## config.mk

```make
export PLATFORM = sky130hd
export DESIGN_NAME = mdu_ctrl
export DESIGN_NICKNAME = d
export VERILOG_FILES = /design/src/rtl/mdu_ctrl.sv
export SDC_FILE = /design/constraint.sdc
export NUM_CORES = 2
export LEC_CHECK = 0
export BUFFER_PORTS_ARGS = -buffer_cell sky130_fd_sc_hd__buf_2
export CAP_MARGIN = 0
export CORE_ASPECT_RATIO = 2
export CORE_UTILIZATION = 40
export CTS_CLUSTER_SIZE = 16
export DETAILED_ROUTE_END_ITERATION = 8
export PLACE_DENSITY = 0.57
export SETUP_SLACK_MARGIN = 0.1
export SYNTH_ARGS = -nofsm -noshare
export SYNTH_HDL_FRONTEND = slang
export SYNTH_SLANG_ARGS = --single-unit
```

## constraint.sdc

```tcl
create_clock -name clk -period 9.7 [get_ports clk]
set_input_delay 0.97 -clock clk [delete_from_list [all_inputs] [get_ports clk]]
set_output_delay 0.97 -clock clk [all_outputs]
set_load 0.02 [all_outputs]
```

## src/rtl/mdu_ctrl.sv

```systemverilog
// mdu_ctrl -- multiply/divide unit controller for the EXE stage.
//
// Accepts one operation per start pulse (while idle or holding a result),
// runs it on a two-stage multiplier or a radix-2 restoring divider, then
// holds the selected 32-bit result with result_valid until the next
// accepted start or a flush.
//
// Ports
//   clk           pipeline clock, rising edge
//   rst           asynchronous, active-high reset
//   start         issue pulse; op/src_a/src_b sampled on the same edge
//   op[2:0]       000 MUL.W, 001 MULH.W, 010 MULH.WU, 011 reserved (MUL.W),
//                 100 DIV.W, 101 MOD.W, 110 DIV.WU, 111 MOD.WU
//   src_a[31:0]   dividend / multiplicand
//   src_b[31:0]   divisor / multiplier
//   flush         cancel from the commit side; beats start in the same cycle
//   busy          registered, high exactly while in MUL or DIV
//   result_valid  registered, high while a completed unflushed result is held
//   result[31:0]  product half, quotient or remainder
//
// Handshake: start is a single-cycle request with no ready return; it is
// taken only when busy is low and flush is low, otherwise dropped.
//
// Build option: define MDU_DIVZERO_FAST_EN to finish a divide by zero in
// one busy cycle instead of running the full 32 iterations. Result values
// are identical in both builds.

module mdu_ctrl (
    input  logic        clk,
    input  logic        rst,
    input  logic        start,
    input  logic [2:0]  op,
    input  logic [31:0] src_a,
    input  logic [31:0] src_b,
    input  logic        flush,
    output logic        busy,
    output logic        result_valid,
    output logic [31:0] result
);

    typedef enum logic [1:0] {
        IDLE = 2'd0,
        MUL  = 2'd1,
        DIV  = 2'd2,
        DONE = 2'd3
    } state_t;

    state_t      state;
    state_t      state_nxt;

    // Latched operation
    logic [2:0]  op_q;
    logic [31:0] a_q;
    logic [31:0] b_q;

    // Multiplier stage register
    logic [63:0] prod_q;

    // Divider working registers
    logic [31:0] rem_q;
    logic [31:0] quo_q;
    logic [31:0] dvs_q;
    logic        q_neg;
    logic        r_neg;
    logic        dz_q;

    // cnt: in MUL it selects the pipeline stage (0,1); in DIV 0 is the
    // setup cycle and 1..32 are the iterations.
    logic [5:0]  cnt;

    // Combinational datapath
    logic        signed_div;
    logic        mul_signed;
    logic        mul_high;
    logic [63:0] mul_a64;
    logic [63:0] mul_b64;
    logic [31:0] mag_a;
    logic [31:0] mag_b;
    logic [32:0] rem_sh;
    logic [32:0] sub;
    logic [31:0] rem_nxt;
    logic [31:0] quo_nxt;
    logic [31:0] q_fin;
    logic [31:0] r_fin;
    logic [31:0] dz_res;
    logic [31:0] div_res;
    logic [31:0] mul_res;

    always_comb begin
        signed_div = ~op_q[1];
        mul_signed = (op_q == 3'b001);
        mul_high   = (op_q[1:0] == 2'b01) || (op_q[1:0] == 2'b10);

        // 33-bit operands (sign- or zero-extended) widened to 64 bits;
        // the low 64 bits of the product are all that is ever selected.
        mul_a64 = {{32{mul_signed & a_q[31]}}, a_q};
        mul_b64 = {{32{mul_signed & b_q[31]}}, b_q};
        mul_res = mul_high ? prod_q[63:32] : prod_q[31:0];

        mag_a = (signed_div && a_q[31]) ? (~a_q + 32'd1) : a_q;
        mag_b = (signed_div && b_q[31]) ? (~b_q + 32'd1) : b_q;

        // One restoring step. The partial remainder is below the divisor,
        // so rem_sh - dvs lies strictly inside +/-2^32 and bit 32 of the
        // 33-bit difference is its sign.
        rem_sh = {rem_q, quo_q[31]};
        sub    = rem_sh - {1'b0, dvs_q};
        if (sub[32]) begin
            rem_nxt = rem_sh[31:0];
            quo_nxt = {quo_q[30:0], 1'b0};
        end else begin
            rem_nxt = sub[31:0];
            quo_nxt = {quo_q[30:0], 1'b1};
        end

        // 0x80000000 / -1 falls out naturally: magnitude 0x80000000 negated
        // is 0x80000000, remainder 0.
        q_fin = q_neg ? (~quo_nxt + 32'd1) : quo_nxt;
        r_fin = r_neg ? (~rem_nxt + 32'd1) : rem_nxt;

        dz_res = op_q[0] ? a_q : 32'hFFFF_FFFF;
        if (dz_q) begin
            div_res = dz_res;
        end else begin
            div_res = op_q[0] ? r_fin : q_fin;
        end
    end

    // Next-state logic
    always_comb begin
        state_nxt = state;
        if (flush) begin
            state_nxt = IDLE;
        end else begin
            case (state)
                IDLE, DONE: begin
                    if (start) begin
                        state_nxt = op[2] ? DIV : MUL;
                    end
                end
                MUL: begin
                    if (cnt == 6'd1) begin
                        state_nxt = DONE;
                    end
                end
                DIV: begin
                    if (cnt == 6'd32) begin
                        state_nxt = DONE;
                    end
`ifdef MDU_DIVZERO_FAST_EN
                    if ((cnt == 6'd0) && (b_q == 32'd0)) begin
                        state_nxt = DONE;
                    end
`endif
                end
                default: state_nxt = IDLE;
            endcase
        end
    end

    // State register and status outputs
    always_ff @(posedge clk or posedge rst) begin
        if (rst) begin
            state        <= IDLE;
            busy         <= 1'b0;
            result_valid <= 1'b0;
        end else begin
            state        <= state_nxt;
            busy         <= (state_nxt == MUL) || (state_nxt == DIV);
            result_valid <= (state_nxt == DONE);
        end
    end

    // Datapath registers
    always_ff @(posedge clk or posedge rst) begin
        if (rst) begin
            op_q   <= 3'd0;
            a_q    <= 32'd0;
            b_q    <= 32'd0;
            prod_q <= 64'd0;
            rem_q  <= 32'd0;
            quo_q  <= 32'd0;
            dvs_q  <= 32'd0;
            q_neg  <= 1'b0;
            r_neg  <= 1'b0;
            dz_q   <= 1'b0;
            cnt    <= 6'd0;
            result <= 32'd0;
        end else if (flush) begin
            cnt <= 6'd0;
        end else begin
            case (state)
                IDLE, DONE: begin
                    if (start) begin
                        op_q  <= op;
                        a_q   <= src_a;
                        b_q   <= src_b;
                        cnt   <= 6'd0;
                    end
                end
                MUL: begin
                    if (cnt == 6'd0) begin
                        prod_q <= mul_a64 * mul_b64;
                        cnt    <= 6'd1;
                    end else begin
                        result <= mul_res;
                        cnt    <= 6'd0;
                    end
                end
                DIV: begin
                    if (cnt == 6'd0) begin
                        // Setup: magnitudes and result signs
                        rem_q <= 32'd0;
                        quo_q <= mag_a;
                        dvs_q <= mag_b;
                        q_neg <= signed_div && (a_q[31] ^ b_q[31]);
                        r_neg <= signed_div && a_q[31];
                        dz_q  <= (b_q == 32'd0);
`ifdef MDU_DIVZERO_FAST_EN
                        if (b_q == 32'd0) begin
                            result <= dz_res;
                        end else begin
                            cnt <= 6'd1;
                        end
`else
                        cnt <= 6'd1;
`endif
                    end else begin
                        rem_q <= rem_nxt;
                        quo_q <= quo_nxt;
                        if (cnt == 6'd32) begin
                            result <= div_res;
                            cnt    <= 6'd0;
                        end else begin
                            cnt <= cnt + 6'd1;
                        end
                    end
                end
                default: cnt <= 6'd0;
            endcase
        end
    end

endmodule

```

Yosys cells after proc, flatten, opt, wreduce, memory -nomap -nowiden:

Cells that the tools add are included.
W data, S select, Z words.

* add/subtract/negate cells: 6
* multipliers: 1
* equality and inequality tests: 15
* multiplexer cells: 28
* bitwise logic cells: 9
* reductions and logical operators: 15

Operators by type and width (number)
* $mux W32: 14
* $add A32 B1 Y32 const B: 4
* $not A32 Y32: 4
* $mul A33 B33 Y64: 1
* $pmux W32 S2: 1
* $sub A33 B32 Y33: 1
* $logic_not A32 Y1: 1
* $mux W6: 4
* $pmux W6 S3: 1
* $eq A2 B2 Y1 const B: 5
* $mux W2: 5
* $reduce_and A3 Y1: 3
* $add A6 B1 Y6 const B: 1
* $eq A2 B1 Y1 const B: 3
* $eq A6 B1 Y1 const B: 1
* $eq A6 B6 Y1 const B: 1
* $logic_not A6 Y1: 1
* $ne A2 B2 Y1 const B: 3
* $pmux W2 S3: 1
* $reduce_and A5 Y1: 1
* $eq A3 B1 Y1 const B: 1
* $logic_and A1 B1 Y1: 3
* $ne A3 B3 Y1 const B: 1
* $and A1 B1 Y1: 2
* 8 further kinds: 11

* bits in registers: 272
* input port bits: 71
* word-level logic and storage cells: 89

Logic depth before layout (Yosys ltp):

* word-level depth: 10
* depth in mapped cells: 35
* gate-level depth less buffers: 33

Worst setup path after synthesis:

OpenSTA, ideal clock, no wires.

* path kind: register to register
* from: register op_q[1]
* to: register prod_q[58]
* arrival time: 8346 ps
* path slack: 1220 ps
* stages on the path, launching flop included: 30
* clock period less this slack: 8480 ps
* cells stage by stage: dfrtp_1 -> inv_1 -> ha_1 -> nor2b_1 -> clkbuf_1 -> clkbuf_1 -> and3_1 -> fa_1 -> fa_1 -> fa_1 -> inv_1 -> fa_1 -> fa_1 -> fa_1 -> fa_1 -> fa_1 -> inv_1 -> ha_1 -> a21o_1 -> a21o_1 -> a21oi_1 -> o21a_1 -> or3_1 -> o32ai_1 -> o31ai_1 -> o21bai_1 -> a31oi_1 -> o21ai_0 -> xnor2_1 -> o21ai_0

* longest elaborated chain between the ends: 3
* elaborated cells on any way between the ends: 4

Ends and longest elaborated chain
* start, declared: RTL line 52 `logic [2:0] op_q;`
* start signal, assigned: RTL line 195 `op_q <= op;`
* $eq A3 B1 Y1 *: RTL line 91 `mul_signed = (op_q == 3'b001);`
* $and A1 B1 Y1, on equally long branches: RTL line 96, 97
* $mul A33 B33 Y64 *: RTL line 203 `prod_q <= mul_a64 * mul_b64;`
* end signal, assigned: RTL line 203
* end, declared: RTL line 57 `logic [63:0] prod_q;`

Every way passes the cells marked *; elsewhere a longest branch is shown, timed or not.
A chain may end at the register's enable or synchronous reset.

Final worst setup path:

Ends and elaborated chain as after synthesis.

==> summary.md <==
| Metric | Value |
|---|---|
| Die W | roughly 260 um |
| Core region area | approximately 0.14 sq mm |
| Setup_tns | 0 ps |
| Post-route antenna net violation count | 0 |
| Wirelength per Cell | about 25 um |
| Worst setup SP type | register |
| Seq/Total Area, Yosys | approximately 12% |
| Final Skew | 29.4 ps |
| Synth Net Count | approximately 7600 |
| Main area contributors after synthesis | fa_1, dfrtp_1, inv_1, nand2_1, ha_1 |
| Final HPWL DP | 160000 um |
| Vias in the first global route | ~47000 |
| GRT Total Usage | between 20 and 30% |
| Cell count after synthesis | 6123 |
| Clock slew at reported path FFs | 70 ps |
| FMAX | 108 MHz |
| Pin count of the biggest net entering global routing | 100 |
| EDFF count, synth | 0 |
| Multi-input gate area | 0.0419 sq mm |
| Crit path arrival time | between 9000 and 10000 ps |
| TritonCTS Buffers | 24 |
| Placement row count | around 190 |
| Prevailing post-synth register cell | dfrtp_1 |
| CP Max Fanout | 7 |
| GPL Wtd Cong | between 0.9 and 1 |
| Worst slew pin tran | 1270 ps |
| DR vias | 42600 |
| CTS sink count | 272 |
| Final slew viol count | 0 |
| Die area | 0.138 sq mm |
| DRC | 0 |
| Die height | 525 um |
| Initial DRC count | a little under 3000 |
| Worst-skew pair later-pin latency | just under 600 ps |
| Nets | roughly 7500 |
| Setup bufs post-CTS | 0 |
| Outcome | finished clean |
| Setup WS pre-CTS | about 460 ps |
| CP Class | reg -> reg |
| Fin crit period | ~9300 ps |
| Final Cycle Share | 95.7% |
| Unique masters post-synth | approximately 110 |
| YS warnings | 0 |
| Port bufs | 104 |
| Depth of the CTS H-tree | 1 |
| FFs w/ async S/R, synth | between 90% and 100% |
| Initial antenna violation count | 17 |
| RR Startpoint | op_q[1]$_DFFE_PP0P_ |
| HP Class | reg -> reg |
| CTS Hold Bufs | 0 |
| Most frequent cells in the layout | inv_1, fa_1, nand2_1 |
| Most common cell after layout, fill and taps aside | inv_1 |
| Post-Syn Area | around 0.055 sq mm |
| Worst-case reg-to-reg path depth | 29 |
| I/O pin count | ~110 |
| R2R Path End | prod_q[58]$_DFFE_PP0P_ |
| Critical Path End Type | register |
| Req. time, crit path | around 10000 ps |
| Hold path cells | 2 |
| Hold Fails Final Rpt | 0 |
| Endpoints failing setup | 0 |
| Worst Hold Launch | dvs_q[16]$_DFFE_PP0P_ |
| Yosys top cell by area | fa_1 |
| Clock root cell | clkbuf_16 |
| Unrepaired setup endpoints after global routing | no |
| First-pass GRT wire length | 291000 um |
| Max-slew headroom | ~15% |
| FF+latch area | a little under 0.007 sq mm |
| CP most frequent cell | fa_1 |
| Fillers | 13400 |
| Layout area overhead | 6.66% |
| Total global routing overflow | 0 |
| Yosys reg bits | ~270 |
| Layout cells sized above 1 | ~8% |
| CTS tree | yes |
| DR vias/cell | ~5.5 |
| Max Root-Sink Buffers | 3 |
| Max-cap violations | 0 |
| Worst path max stage delay | about 620 ps |
| Post-CTS resize count | 0 |
| Post-synth top area share | 41.2% |
| Reg2reg setup slack | approximately 420 ps |
| Initial Util | between 40% and 50% |
| Drt first pass iters | 5 |
| CP max-delay cell | fa_1 |
| Final worst slack | ~420 ps |
| DRT Wirelength | 194000 um |
| Worst Hold End | dvs_q[16]$_DFFE_PP0P_ |
| Syn_area_per_cell | around 8.9 sq um |
-- metal layers --
layer	up-vias	track usage [%]	routed length, um
met5	-	0	0
met4	0	24.9	20500
met3	583	2.47	7350
met2	1414	53.5	104000
met1	22200	28.0	62600
li1	18500	-	-
-- final cells by class --
type | instances | area share, %
diodes | 8 | 0.0343
clock buffers | 34 | 1.20
clock inverters | 9 | 0.148
inverters | 1193 | 7.70
multi-input cells | 4277 | 71.9
flip-flops and latches | 272 | 11.7
well taps | 1737 | 3.73
repair buffers | 290 | 3.54
-- cell usage after synthesis, drive strengths merged, types with 8 or more instances --
cell / number
nor2b: 19
a21oi: 197
xnor2: 118
inv: 1193
nor3b: 9
or3: 21
nor4: 19
o211ai: 11
ha: 257
a31oi: 22
a211oi: 22
or2: 8
a21o: 40
o41ai: 16
mux2i: 51
clkbuf: 291
buf: 90
nand3: 35
o21bai: 11
nand3b: 9
nand2: 1043
fa: 1126
o21a: 19
and2: 299
and3: 28
mux2: 73
nor3: 59
o21ai: 278
o31a: 8
nand4: 19
o221ai: 17
dfrtp: 272
nor2: 197
nand2b: 24
or4: 9
o31ai: 42
xor2: 80
a2111oi: 8
-- through the flow --
step                util [%]  hold slack, ps  instances  area, sq um
global placement        42.4             460       7769        57500
CTS                     43.0             488       7812        58300
detailed placement      42.4             471       7769        57500
finish                  43.0             486       7820        58300
floorplan                  -             444       6123        54700
global route            43.0             511       7815        58300
-- registers in the layout, summed over array words and instances (netlist names) --
register      count
state             2
rem_q            32
cnt               6
q_neg             1
quo_q            32
r_neg             1
a_q              32
prod_q           64
result_valid      1
dz_q              1
op_q              3
busy              1
b_q              32
dvs_q            32
result           32
-- kinds of logic after synthesis --
logic type | Yosys count | synth area share (%)
AOI/OAI and AO/OA | 760 | 8.80
xor gates and xnor gates | 198 | 3.17
adders and majority gates | 1383 | 47.1
buffers and inverters | 1574 | 10.9
DFF | 272 | 12.5
muxes | 124 | 2.48
and+or+nand+nor | 1812 | 15.1
-- worst max-delay path by stage --
stage | start | end | slack, ps | cells past startpoint
finish | op_q[1]$_DFFE_PP0P_ | prod_q[58]$_DFFE_PP0P_ | 420 | 29
global route | op_q[1]$_DFFE_PP0P_ | prod_q[62]$_DFFE_PP0P_ | 110 | 29
CTS | b_q[1]$_DFFE_PP0P_ | prod_q[42]$_DFFE_PP0P_ | 420 | 27
detailed placement | b_q[1]$_DFFE_PP0P_ | prod_q[42]$_DFFE_PP0P_ | 460 | 27
global placement | b_q[1]$_DFFE_PP0P_ | prod_q[42]$_DFFE_PP0P_ | 600 | 27
floorplan | op_q[1]$_DFFE_PP0P_ | prod_q[58]$_DFFE_PP0P_ | 1220 | 29
-- worst max-delay path: cells and delay by family, from the launching register on --
family,cells,cell delay (ps)
AND/OR/NAND/NOR,3,850
flip-flops,1,380
buffers and inverters,5,830
adder cells (fa/ha/maj),10,4660
AO/OA/AOI/OAI,10,2270
XOR/XNOR,1,160
Power is not shown: default switching activity piles up to over one toggle a cycle in this logic, so the estimate is an artifact.
